==> src/rtl/pool_pkg.sv <==
// Shared constants for the pooling stage and the blocks around it
// (conv engine, feature buffers).
package pool_pkg;

    localparam logic MODE_MAX = 1'b0;
    localparam logic MODE_AVG = 1'b1;

    // Defaults shared with the conv and feature-buffer blocks.
    localparam int POOL_CH  = 16;
    localparam int POOL_DW  = 16;
    localparam int POOL_WIN = 4;

    // True when n is a power of two and at least 2. This is the legal set of window sizes.
    function automatic bit win_ok(input int n);
        return (n >= 2) && ((n & (n - 1)) == 0);
    endfunction

endpackage

==> src/rtl/pool_array_if.sv <==
// Stream bus of the pooling array: sample input, window control,
// pooled result output and the busy flag.
interface pool_array_if #(
    parameter int CH = 16,
    parameter int DW = 16
);
    logic              in_valid;
    logic [CH*DW-1:0]  in_data;
    logic              pool_clr;
    logic              mode;
    logic              out_valid;
    logic [CH*DW-1:0]  out_data;
    logic              busy;

    modport master (
        output in_valid, in_data, pool_clr, mode,
        input  out_valid, out_data, busy
    );

    modport slave (
        input  in_valid, in_data, pool_clr, mode,
        output out_valid, out_data, busy
    );
endinterface

==> src/rtl/pool_lane.sv <==
// One pooling lane: the accumulator, the max/add datapath and the result register.
// With POOL_AVG_EN undefined, only the max datapath is built and mode is ignored.
module pool_lane
    import pool_pkg::*;
#(
    parameter int DW = 16,
    parameter int CW = 2
) (
    input  logic          clk,
    input  logic          rst_n,
    input  logic          clr,
    input  logic          load,
    input  logic          accum,
    input  logic          done,
    input  logic          mode,
    input  logic [DW-1:0] sample,
    output logic [DW-1:0] result
);

`ifdef POOL_AVG_EN
    // A window sum of 2**CW samples needs CW bits of headroom, so it cannot overflow.
    localparam int AW = DW + CW;
`else
    localparam int AW = DW;
`endif

    logic signed [AW-1:0] acc_q, acc_d;
    logic signed [AW-1:0] samp_ext;
    logic signed [AW-1:0] max_val;
    logic signed [AW-1:0] comb_val;
    logic        [DW-1:0] res_val;
    logic        [DW-1:0] result_q, result_d;

    assign samp_ext = AW'($signed(sample));
    assign max_val  = (samp_ext > acc_q) ? samp_ext : acc_q;

`ifdef POOL_AVG_EN
    logic signed [AW-1:0] sum_val;
    logic        [DW-1:0] avg_res;

    assign sum_val = acc_q + samp_ext;
    // An arithmetic shift rounds toward minus infinity, so the result is the floor of the mean.
    assign avg_res = DW'(sum_val >>> CW);

    always_comb begin
        comb_val = max_val;
        res_val  = DW'(max_val);
        if (mode == MODE_AVG) begin
            comb_val = sum_val;
            res_val  = avg_res;
        end
    end
`else
    logic unused_mode;
    assign unused_mode = mode;
    assign comb_val    = max_val;
    assign res_val     = DW'(max_val);
`endif

    always_comb begin
        acc_d    = acc_q;
        result_d = result_q;
        if (clr) begin
            acc_d = '0;
        end
        if (load) begin
            acc_d = samp_ext;
        end else if (accum) begin
            acc_d = comb_val;
        end
        if (done) begin
            result_d = res_val;
        end
    end

    always_ff @(posedge clk or negedge rst_n) begin
        if (!rst_n) begin
            acc_q    <= '0;
            result_q <= '0;
        end else begin
            acc_q    <= acc_d;
            result_q <= result_d;
        end
    end

    assign result = result_q;

endmodule

==> src/rtl/pool_array.sv <==
// Multi-channel pooling engine. It reduces every WIN accepted samples to one max or average per lane.
// The average datapath exists only when POOL_AVG_EN is defined.
module pool_array
    import pool_pkg::*;
#(
    parameter  int CH  = POOL_CH,
    parameter  int DW  = POOL_DW,
    parameter  int WIN = POOL_WIN,
    localparam int CW  = $clog2(WIN)
) (
    input  logic     clk,
    input  logic     rst_n,
    pool_array_if.slave io
);

    logic [CW-1:0]    cnt_q, cnt_d;
    logic             out_valid_q, out_valid_d;
    logic             lane_load;
    logic             lane_accum;
    logic             complete;
    logic [CH*DW-1:0] lane_res;

    // Clearing and accepting a sample together starts a new window with this sample as element 0.
    assign lane_load  = io.in_valid && (io.pool_clr || (cnt_q == '0));
    assign lane_accum = io.in_valid && !lane_load;
    assign complete   = io.in_valid && !io.pool_clr && (cnt_q == CW'(WIN - 1));

    always_comb begin
        cnt_d       = cnt_q;
        out_valid_d = complete;
        if (io.in_valid) begin
            // WIN is a power of two, so the natural CW-bit wrap ends the window.
            cnt_d = io.pool_clr ? CW'(1) : cnt_q + CW'(1);
        end else if (io.pool_clr) begin
            cnt_d = '0;
        end
    end

    always_ff @(posedge clk or negedge rst_n) begin
        if (!rst_n) begin
            cnt_q       <= '0;
            out_valid_q <= 1'b0;
        end else begin
            cnt_q       <= cnt_d;
            out_valid_q <= out_valid_d;
        end
    end

    for (genvar gi = 0; gi < CH; gi++) begin : g_lane
        pool_lane #(
            .DW (DW),
            .CW (CW)
        ) u_lane (
            .clk    (clk),
            .rst_n  (rst_n),
            .clr    (io.pool_clr),
            .load   (lane_load),
            .accum  (lane_accum),
            .done   (complete),
            .mode   (io.mode),
            .sample (io.in_data[gi*DW +: DW]),
            .result (lane_res[gi*DW +: DW])
        );
    end

    assign io.out_valid = out_valid_q;
    assign io.out_data  = lane_res;
    assign io.busy      = (cnt_q != '0);

endmodule

==> src/flat_wrapper.sv <==
// flat-port wrapper written by rule: the top's interface ports become plain ports
module pool_array_flat import pool_pkg::*;
#(
    parameter  int CH  = POOL_CH,
    parameter  int DW  = POOL_DW,
    parameter  int WIN = POOL_WIN,
    localparam int CW  = $clog2(WIN)
)
  (clk, rst_n, io_in_valid, io_in_data, io_pool_clr, io_mode, io_out_valid, io_out_data, io_busy);
  pool_array_if #(.CH(CH), .DW(DW)) io_i ();
  input  logic clk;
  input  logic rst_n;
  input wire logic [$bits(io_i.in_valid)-1:0] io_in_valid;
  input wire logic [$bits(io_i.in_data)-1:0] io_in_data;
  input wire logic [$bits(io_i.pool_clr)-1:0] io_pool_clr;
  input wire logic [$bits(io_i.mode)-1:0] io_mode;
  output wire logic [$bits(io_i.out_valid)-1:0] io_out_valid;
  output wire logic [$bits(io_i.out_data)-1:0] io_out_data;
  output wire logic [$bits(io_i.busy)-1:0] io_busy;
  assign io_i.in_valid = io_in_valid;
  assign io_i.in_data = io_in_data;
  assign io_i.pool_clr = io_pool_clr;
  assign io_i.mode = io_mode;
  assign io_out_valid = io_i.out_valid;
  assign io_out_data = io_i.out_data;
  assign io_busy = io_i.busy;
  pool_array #(.CH(CH), .DW(DW), .WIN(WIN)) u_core (.clk(clk), .rst_n(rst_n), .io(io_i));
endmodule
==> config.mk <==
export PLATFORM = sky130hd
export DESIGN_NAME = pool_array_flat
export DESIGN_NICKNAME = d
export VERILOG_FILES = /design/src/rtl/pool_pkg.sv /design/src/rtl/pool_array_if.sv /design/src/rtl/pool_lane.sv /design/src/rtl/pool_array.sv /design/src/flat_wrapper.sv
export SDC_FILE = /design/constraint.sdc
export NUM_CORES = 1
export LEC_CHECK = 0
export ABC_AREA = 1
export CAP_MARGIN = 15
export CORE_AREA = 4 4 414 334
export CTS_CLUSTER_SIZE = 14
export DETAILED_ROUTE_END_ITERATION = 16
export DIE_AREA = 0 0 418 338
export PLACE_DENSITY = 0.55
export SETUP_SLACK_MARGIN = 0.2
export SLEW_MARGIN = 40
export SYNTH_ARGS = -nofsm -noshare
export SYNTH_HDL_FRONTEND = slang
export SYNTH_SLANG_ARGS = --single-unit
==> constraint.sdc <==
create_clock -name clk -period 4.8 [get_ports clk]
set_input_delay 0.48 -clock clk [delete_from_list [all_inputs] [get_ports clk]]
set_output_delay 0.48 -clock clk [all_outputs]
set_load 0.01 [all_outputs]
Yosys cells after proc, flatten, opt, wreduce, memory -nomap -nowiden
Cells that the tools add are included.
Storage, ports and cells
  register bits: 515
  input bits: 261
  output and inout bits: 258
  logic and storage cells: 115
Operators by class
  add/sub/neg operators: 1
  order comparisons: 16
  equal/unequal tests: 1
  mux-type cells: 52
  reduce and logical (&&, ||, !) cells: 11
Operators by type and width (count)
  16-bit 2-to-1 mux: 49
  16-bit greater-than comparator: 16
  2-bit 2-to-1 mux: 3
  1-bit logical AND: 4
  2-bit nonzero test: 2
  3-bit nonzero test: 1
  2-bit by 1-bit adder with 2-bit output (second input constant): 1
  2-bit == test (second input constant): 1
  1-bit zero test: 2
  2-bit zero test: 1
  1-bit logical OR: 1

Longest topological paths before layout
  depth in word-level cells: 7
  depth in mapped cells: 17
  depth with buffers taken out: 16

Modules after synthesis
A second synthesis with hierarchy kept.
Unflattened totals
  cell total of the unflattened synthesis: 4536
  area total of the unflattened synthesis: 35270.1 sq um
Modules (own cells, without submodules)
  pool_lane (u_core.g_lane[0].u_lane ...): instances 14, cells an instance 282, area an instance 2194.6 sq um, sequential area each 800.8 sq um
  pool_lane (u_core.g_lane[8].u_lane ...): instances 2, cells an instance 283, area an instance 2188.3 sq um, sequential area each 800.8 sq um
  pool_array: instances 1, cells an instance 22, area an instance 168.9 sq um, sequential area each 75.1 sq um

Least setup slack after synthesis
No wires, ideal clock.
  kind: input-to-reg
  from: input io_in_data[255]
  to: register u_core.g_lane[15].u_lane.acc_q[10]
  setup time: 124 ps
  arrival: 1868 ps
  required time: 4676 ps
  setup slack: 2807 ps
  stages: 12
  path buffers: 1
  cell sequence: ha_1 > nand2_1 > inv_1 > nand2_1 > nand2_1 > a21oi_1 > nand4_1 > nand2_4 > buf_4 > nand3_1 > nand3_1 > nand3_1
Between the ends
  cells in the longest elaborated chain, start to end: 4
Ends and longest elaborated chain
  from (decl): RTL line flat_wrapper.sv:14  | input wire logic [$bits(io_i.in_data)-1:0] io_in_data;
  16-bit greater-than comparator: RTL line pool_lane.sv:35  | assign max_val = (samp_ext > acc_q) ? samp_ext : acc_q;
  16-bit 2-to-1 mux: RTL line pool_lane.sv:35
  16-bit 2-to-1 mux: RTL line pool_lane.sv:68  | end else if (accum) begin
  16-bit 2-to-1 mux: RTL line pool_lane.sv:66  | if (load) begin
  to (signal assigned): RTL line pool_lane.sv:78  | acc_q <= '0;
  to (signal assigned): RTL line pool_lane.sv:81  | acc_q <= acc_d;
  to (decl): RTL line pool_lane.sv:27  | logic signed [AW-1:0] acc_q, acc_d;
Every way passes these cells.
A chain may end at the register's enable or synchronous reset.

Worst setup path after layout
  from: register u_core.cnt_q[0]
  to: register u_core.g_lane[9].u_lane.result_q[9]
Between the ends
  cells in the longest elaborated chain, start to end: 2
Ends and longest elaborated chain
  from (decl): RTL line pool_array.sv:16  | logic [CW-1:0] cnt_q, cnt_d;
  from (signal assigned): RTL line pool_array.sv:44  | cnt_q <= cnt_d;
  2-bit == test: RTL line pool_array.sv:26  | assign complete = io.in_valid && !io.pool_clr && (cnt_q == CW'(WIN - 1));
  1-bit logical AND: RTL line pool_array.sv:26
  to (signal assigned): RTL line pool_lane.sv:82  | result_q <= result_d;
  to (decl): RTL line pool_lane.sv:32  | logic [DW-1:0] result_q, result_d;
Every way passes these cells.

==> summary.txt <==
Outcome
  – Run status: finished, final reports clean

Logic synthesis
  – Number of flops mapped to enable cells by yosys: 0
  – Yosys reg bits: 515
  – Ys async rst share: 100%
  – Post-Syn Area: 33300 um2
  – Average size of a mapped cell: 7.35 um2
  – Register area share after synthesis: 38.7%
  – Number of cells produced by synthesis: 4534
  – Count of cell types in the netlist: 31
  – Ys Warns: 0
  – Syn nets: 5053
  – Main synth FF type: dfrtp_1

Global routing
  – Initial antenna violation count: 26
  – GR Overflow Total: 0
  – First-pass GRT wire length: 187000 um
  – Vias in the first global route: 31600
  – Largest net degree at the start of global routing: 136
  – Gr usage total: 16.8%

Route
  – Detailed-route via count: 32100
  – Avg Vias per Cell: 4.73
  – DRT Pass-1 Iters: 6
  – Avg WL per Cell: 17.9 um
  – Antenna viol nets, final: 0
  – Final wirelength: 121000 um
  – First-iteration detailed-routing DRC count: 2460
  – DRC Markers: 0

Setup path
  – CP cell instances: ha_1 > clkinv_8 > nor2_4 > buf_4 > nand3_1 > nand2_1
  – CP top delay family: buffers and inverters
  – CP bufs+invs: 2
  – Max incr delay on CP: 0.65 ns
  – Worst setup EP type: register
  – Crit-path max FO: 128
  – CP startpoint kind: register
  – Crit path required time: 5.39 ns
  – CP max stage cell: nor2_4
  – CP arrival: 3.33 ns
  – Kind of critical path: register to register

STA
  – Hold Fails Final Rpt: 0
  – Slew @ Worst Pin: 0.957 ns
  – Final setup vio count: 0
  – Slew Limit Fails: 0
  – RSZ-0062 raised after global routing: no
  – Max Freq: 0.365 GHz
  – Period Utilization, post-route: 57.1%
  – Setup skew after layout: 0.0330 ns
  – Max-slew headroom: 36.2%
  – Setup TNS Final: 0 ns
  – Tmin final: 2.74 ns

Power
  – Comb power frac: 39.8%
  – Power Dens Cells: 452 nW/um2
  – Max VDD drop: 268 uV
  – NetSw: 7.26 mW
  – Leakage: 20.9 nW
  – Clock network power share: 26.9%
  – Internal Pwr Total: 11.9 mW
  – Switching Fraction: 37.8%
  – Flop pwr share: 33.3%

CTS
  – Worst-skew pair later-pin latency: 0.66 ns
  – Root Buffer Master: clkbuf_16
  – H-tree levels: 3
  – Clock sink total: 515
  – Setup bufs post-CTS: 0
  – Post-CTS Hold Buffers: 1
  – Clock-pin slew on the worst setup and hold paths: 0.06 ns
  – CTS tree: done
  – Clock Path Buffers: 3
  – Post-CTS sizing: 0
  – CTS Buf Count: 68

Floorplanning
  – Die area: 141000 um2
  – Core area: 134000 um2
  – DIE WIDTH: 418 um
  – Die Height: 338 um
  – Top Ports: 519
  – Starting Density: 24.9%
  – Row Count: 120

Placed design
  – Inst Count DP: 6636
  – Final GP Congestion: 0.842
  – Hpwl dp: 82000 um
  – Port Buffer Count: 517

Cells and area
  – Area Growth Syn to Fin: 27.4%
  – Layout Cells excl Fill: 6781
  – Layout cells sized above 1: 6.23%
  – Nets: 5459

Hold path
  – Class of the worst hold path: input pin to async pin

Run
  – MaxCap Viol Count: 0
-- flip-flops by register name (all words and copies together), names as in the netlist --
register                     cells
u_core.g_lane.u_lane.acc_q     256
u_core.g_lane.u_lane.result    256
u_core.cnt_q                     2
u_core.io.out_valid              1
-- per-stage QoR --
stage          hold slack [ns]  worst slack (ns)  instance area (um2)  utilization [%]  power, mW
2_1_floorplan            0.184              2.81                33300                -       10.3
3_3_place_gp             0.478              1.48                40100             30.0       14.0
3_5_place_dp             0.402              1.49                40200             30.0       14.1
4_1_cts                  0.270              2.04                42400             31.7       19.5
5_1_grt                  0.303              1.83                42400             31.7       20.5
6_report                 0.314              2.06                42400             31.7       19.2
-- layout by cell type, fill, tap and decap left out, types with 6 or more instances in the layout --
cell	count
o21bai_1	12
nor3_1	6
buf_12	15
clkbuf_8	9
nor2_4	10
inv_1	632
nor2_1	53
nand3_1	909
diode_2	22
clkinv_2	12
dfrtp_1	515
a21o_1	8
nand2_4	9
a21oi_1	90
clkdlybuf4s50_1	516
o21ai_0	282
buf_4	22
ha_1	258
nor2_2	9
nand2_1	1216
clkbuf_1	18
clkbuf_16	71
nand2_2	87
nand4_1	162
nand3_2	38
-- final timing paths --
| kind | endpoint | cells after the start | start | slack [ns] |
|---|---|---|---|---|
| max | u_core.g_lane[9].u_lane.result[9]$_DFFE_PN0P_ | 6 | u_core.cnt_q[0]$_DFFE_PN0P_ | 2.06 |
| min | u_core.g_lane[1].u_lane.acc_q[14]$_DFFE_PN0P_ | 2 | rst_n | 0.31 |
| max reg2reg | u_core.g_lane[9].u_lane.result[9]$_DFFE_PN0P_ | 6 | u_core.cnt_q[0]$_DFFE_PN0P_ | 2.06 |
| min reg2reg | u_core.g_lane[14].u_lane.acc_q[7]$_DFFE_PN0P_ | 2 | u_core.g_lane[14].u_lane.acc_q[7]$_DFFE_PN0P_ | 0.49 |
| max in group asynchronous | u_core.g_lane[7].u_lane.result[4]$_DFFE_PN0P_ | 4 | rst_n | 3.24 |
| min in group clk | u_core.g_lane[1].u_lane.acc_q[0]$_DFFE_PN0P_ | 3 | io_in_data[16] | 0.43 |
-- power groups by stage --
stage               Sequential (mW)  Combinational, mW  Clock (mW)
floorplan                      6.76               3.56           0
global placement               6.42               7.62           0
detailed placement             6.43               7.70           0
CTS                            6.39               7.74        5.34
global route                   6.55               8.50        5.49
finish                         6.38               7.64        5.15
-- layout make-up --
class	instances	area (um2)
timing repair buffer	560	5730
fill	14000	91300
antenna	22	55.1
tap	1769	2210
clock inverter	22	224
clock buffer	98	1970
sequential	515	12900
inverter	633	2390
multi-input combinational	3162	17000
-- kinds of logic (layout without fill, tap and decap cells) --
kind of cell	after synthesis	count (layout)	share of synthesized area, %
and+or+nand+nor	2510	2510	35.1
buffers and inverters	857	1313	10.5
DFF	515	515	38.7
AOI/OAI and AO/OA	394	394	6.08
adders and majority gates	258	258	9.69
other	0	22	0
-- layer usage --
layer | up-vias | part of all wire [%] | track usage, %
li1 | 15700 | - | -
met1 | 15300 | 45 | 22.2
met2 | 852 | 46 | 27.1
met3 | 188 | 5.2 | 2.89
met4 | 2 | 3.9 | 7.30
met5 | - | 0.0058 | 0
-- Yosys cell counts, types with 2 or more instances --
| library cell | count | area, um2 |
|---|---|---|
| buf_6 | 13 | 146 |
| nand3_2 | 38 | 380 |
| buf_2 | 59 | 295 |
| buf_1 | 4 | 15.0 |
| clkbuf_4 | 2 | 15.0 |
| nor3_1 | 6 | 30.0 |
| nor3_2 | 4 | 40.0 |
| nand3_1 | 909 | 4550 |
| nor2_1 | 56 | 210 |
| nor2_4 | 7 | 78.8 |
| buf_4 | 10 | 75.1 |
| nand4_4 | 4 | 85.1 |
| nand4_1 | 162 | 1010 |
| nand4_2 | 2 | 25.0 |
| a21o_1 | 8 | 60.1 |
| nor2_2 | 9 | 56.3 |
| nand2_1 | 1217 | 4570 |
| a21oi_1 | 90 | 450 |
| ha_1 | 258 | 3230 |
| o21ai_0 | 282 | 1410 |
| nand2_4 | 8 | 90.1 |
| nand2_2 | 87 | 544 |
| clkbuf_1 | 131 | 492 |
| inv_1 | 633 | 2380 |
| dfrtp_1 | 515 | 12900 |
| o21bai_1 | 12 | 90.1 |
| buf_8 | 4 | 60.1 |
Power figures use the tool's default switching activity.
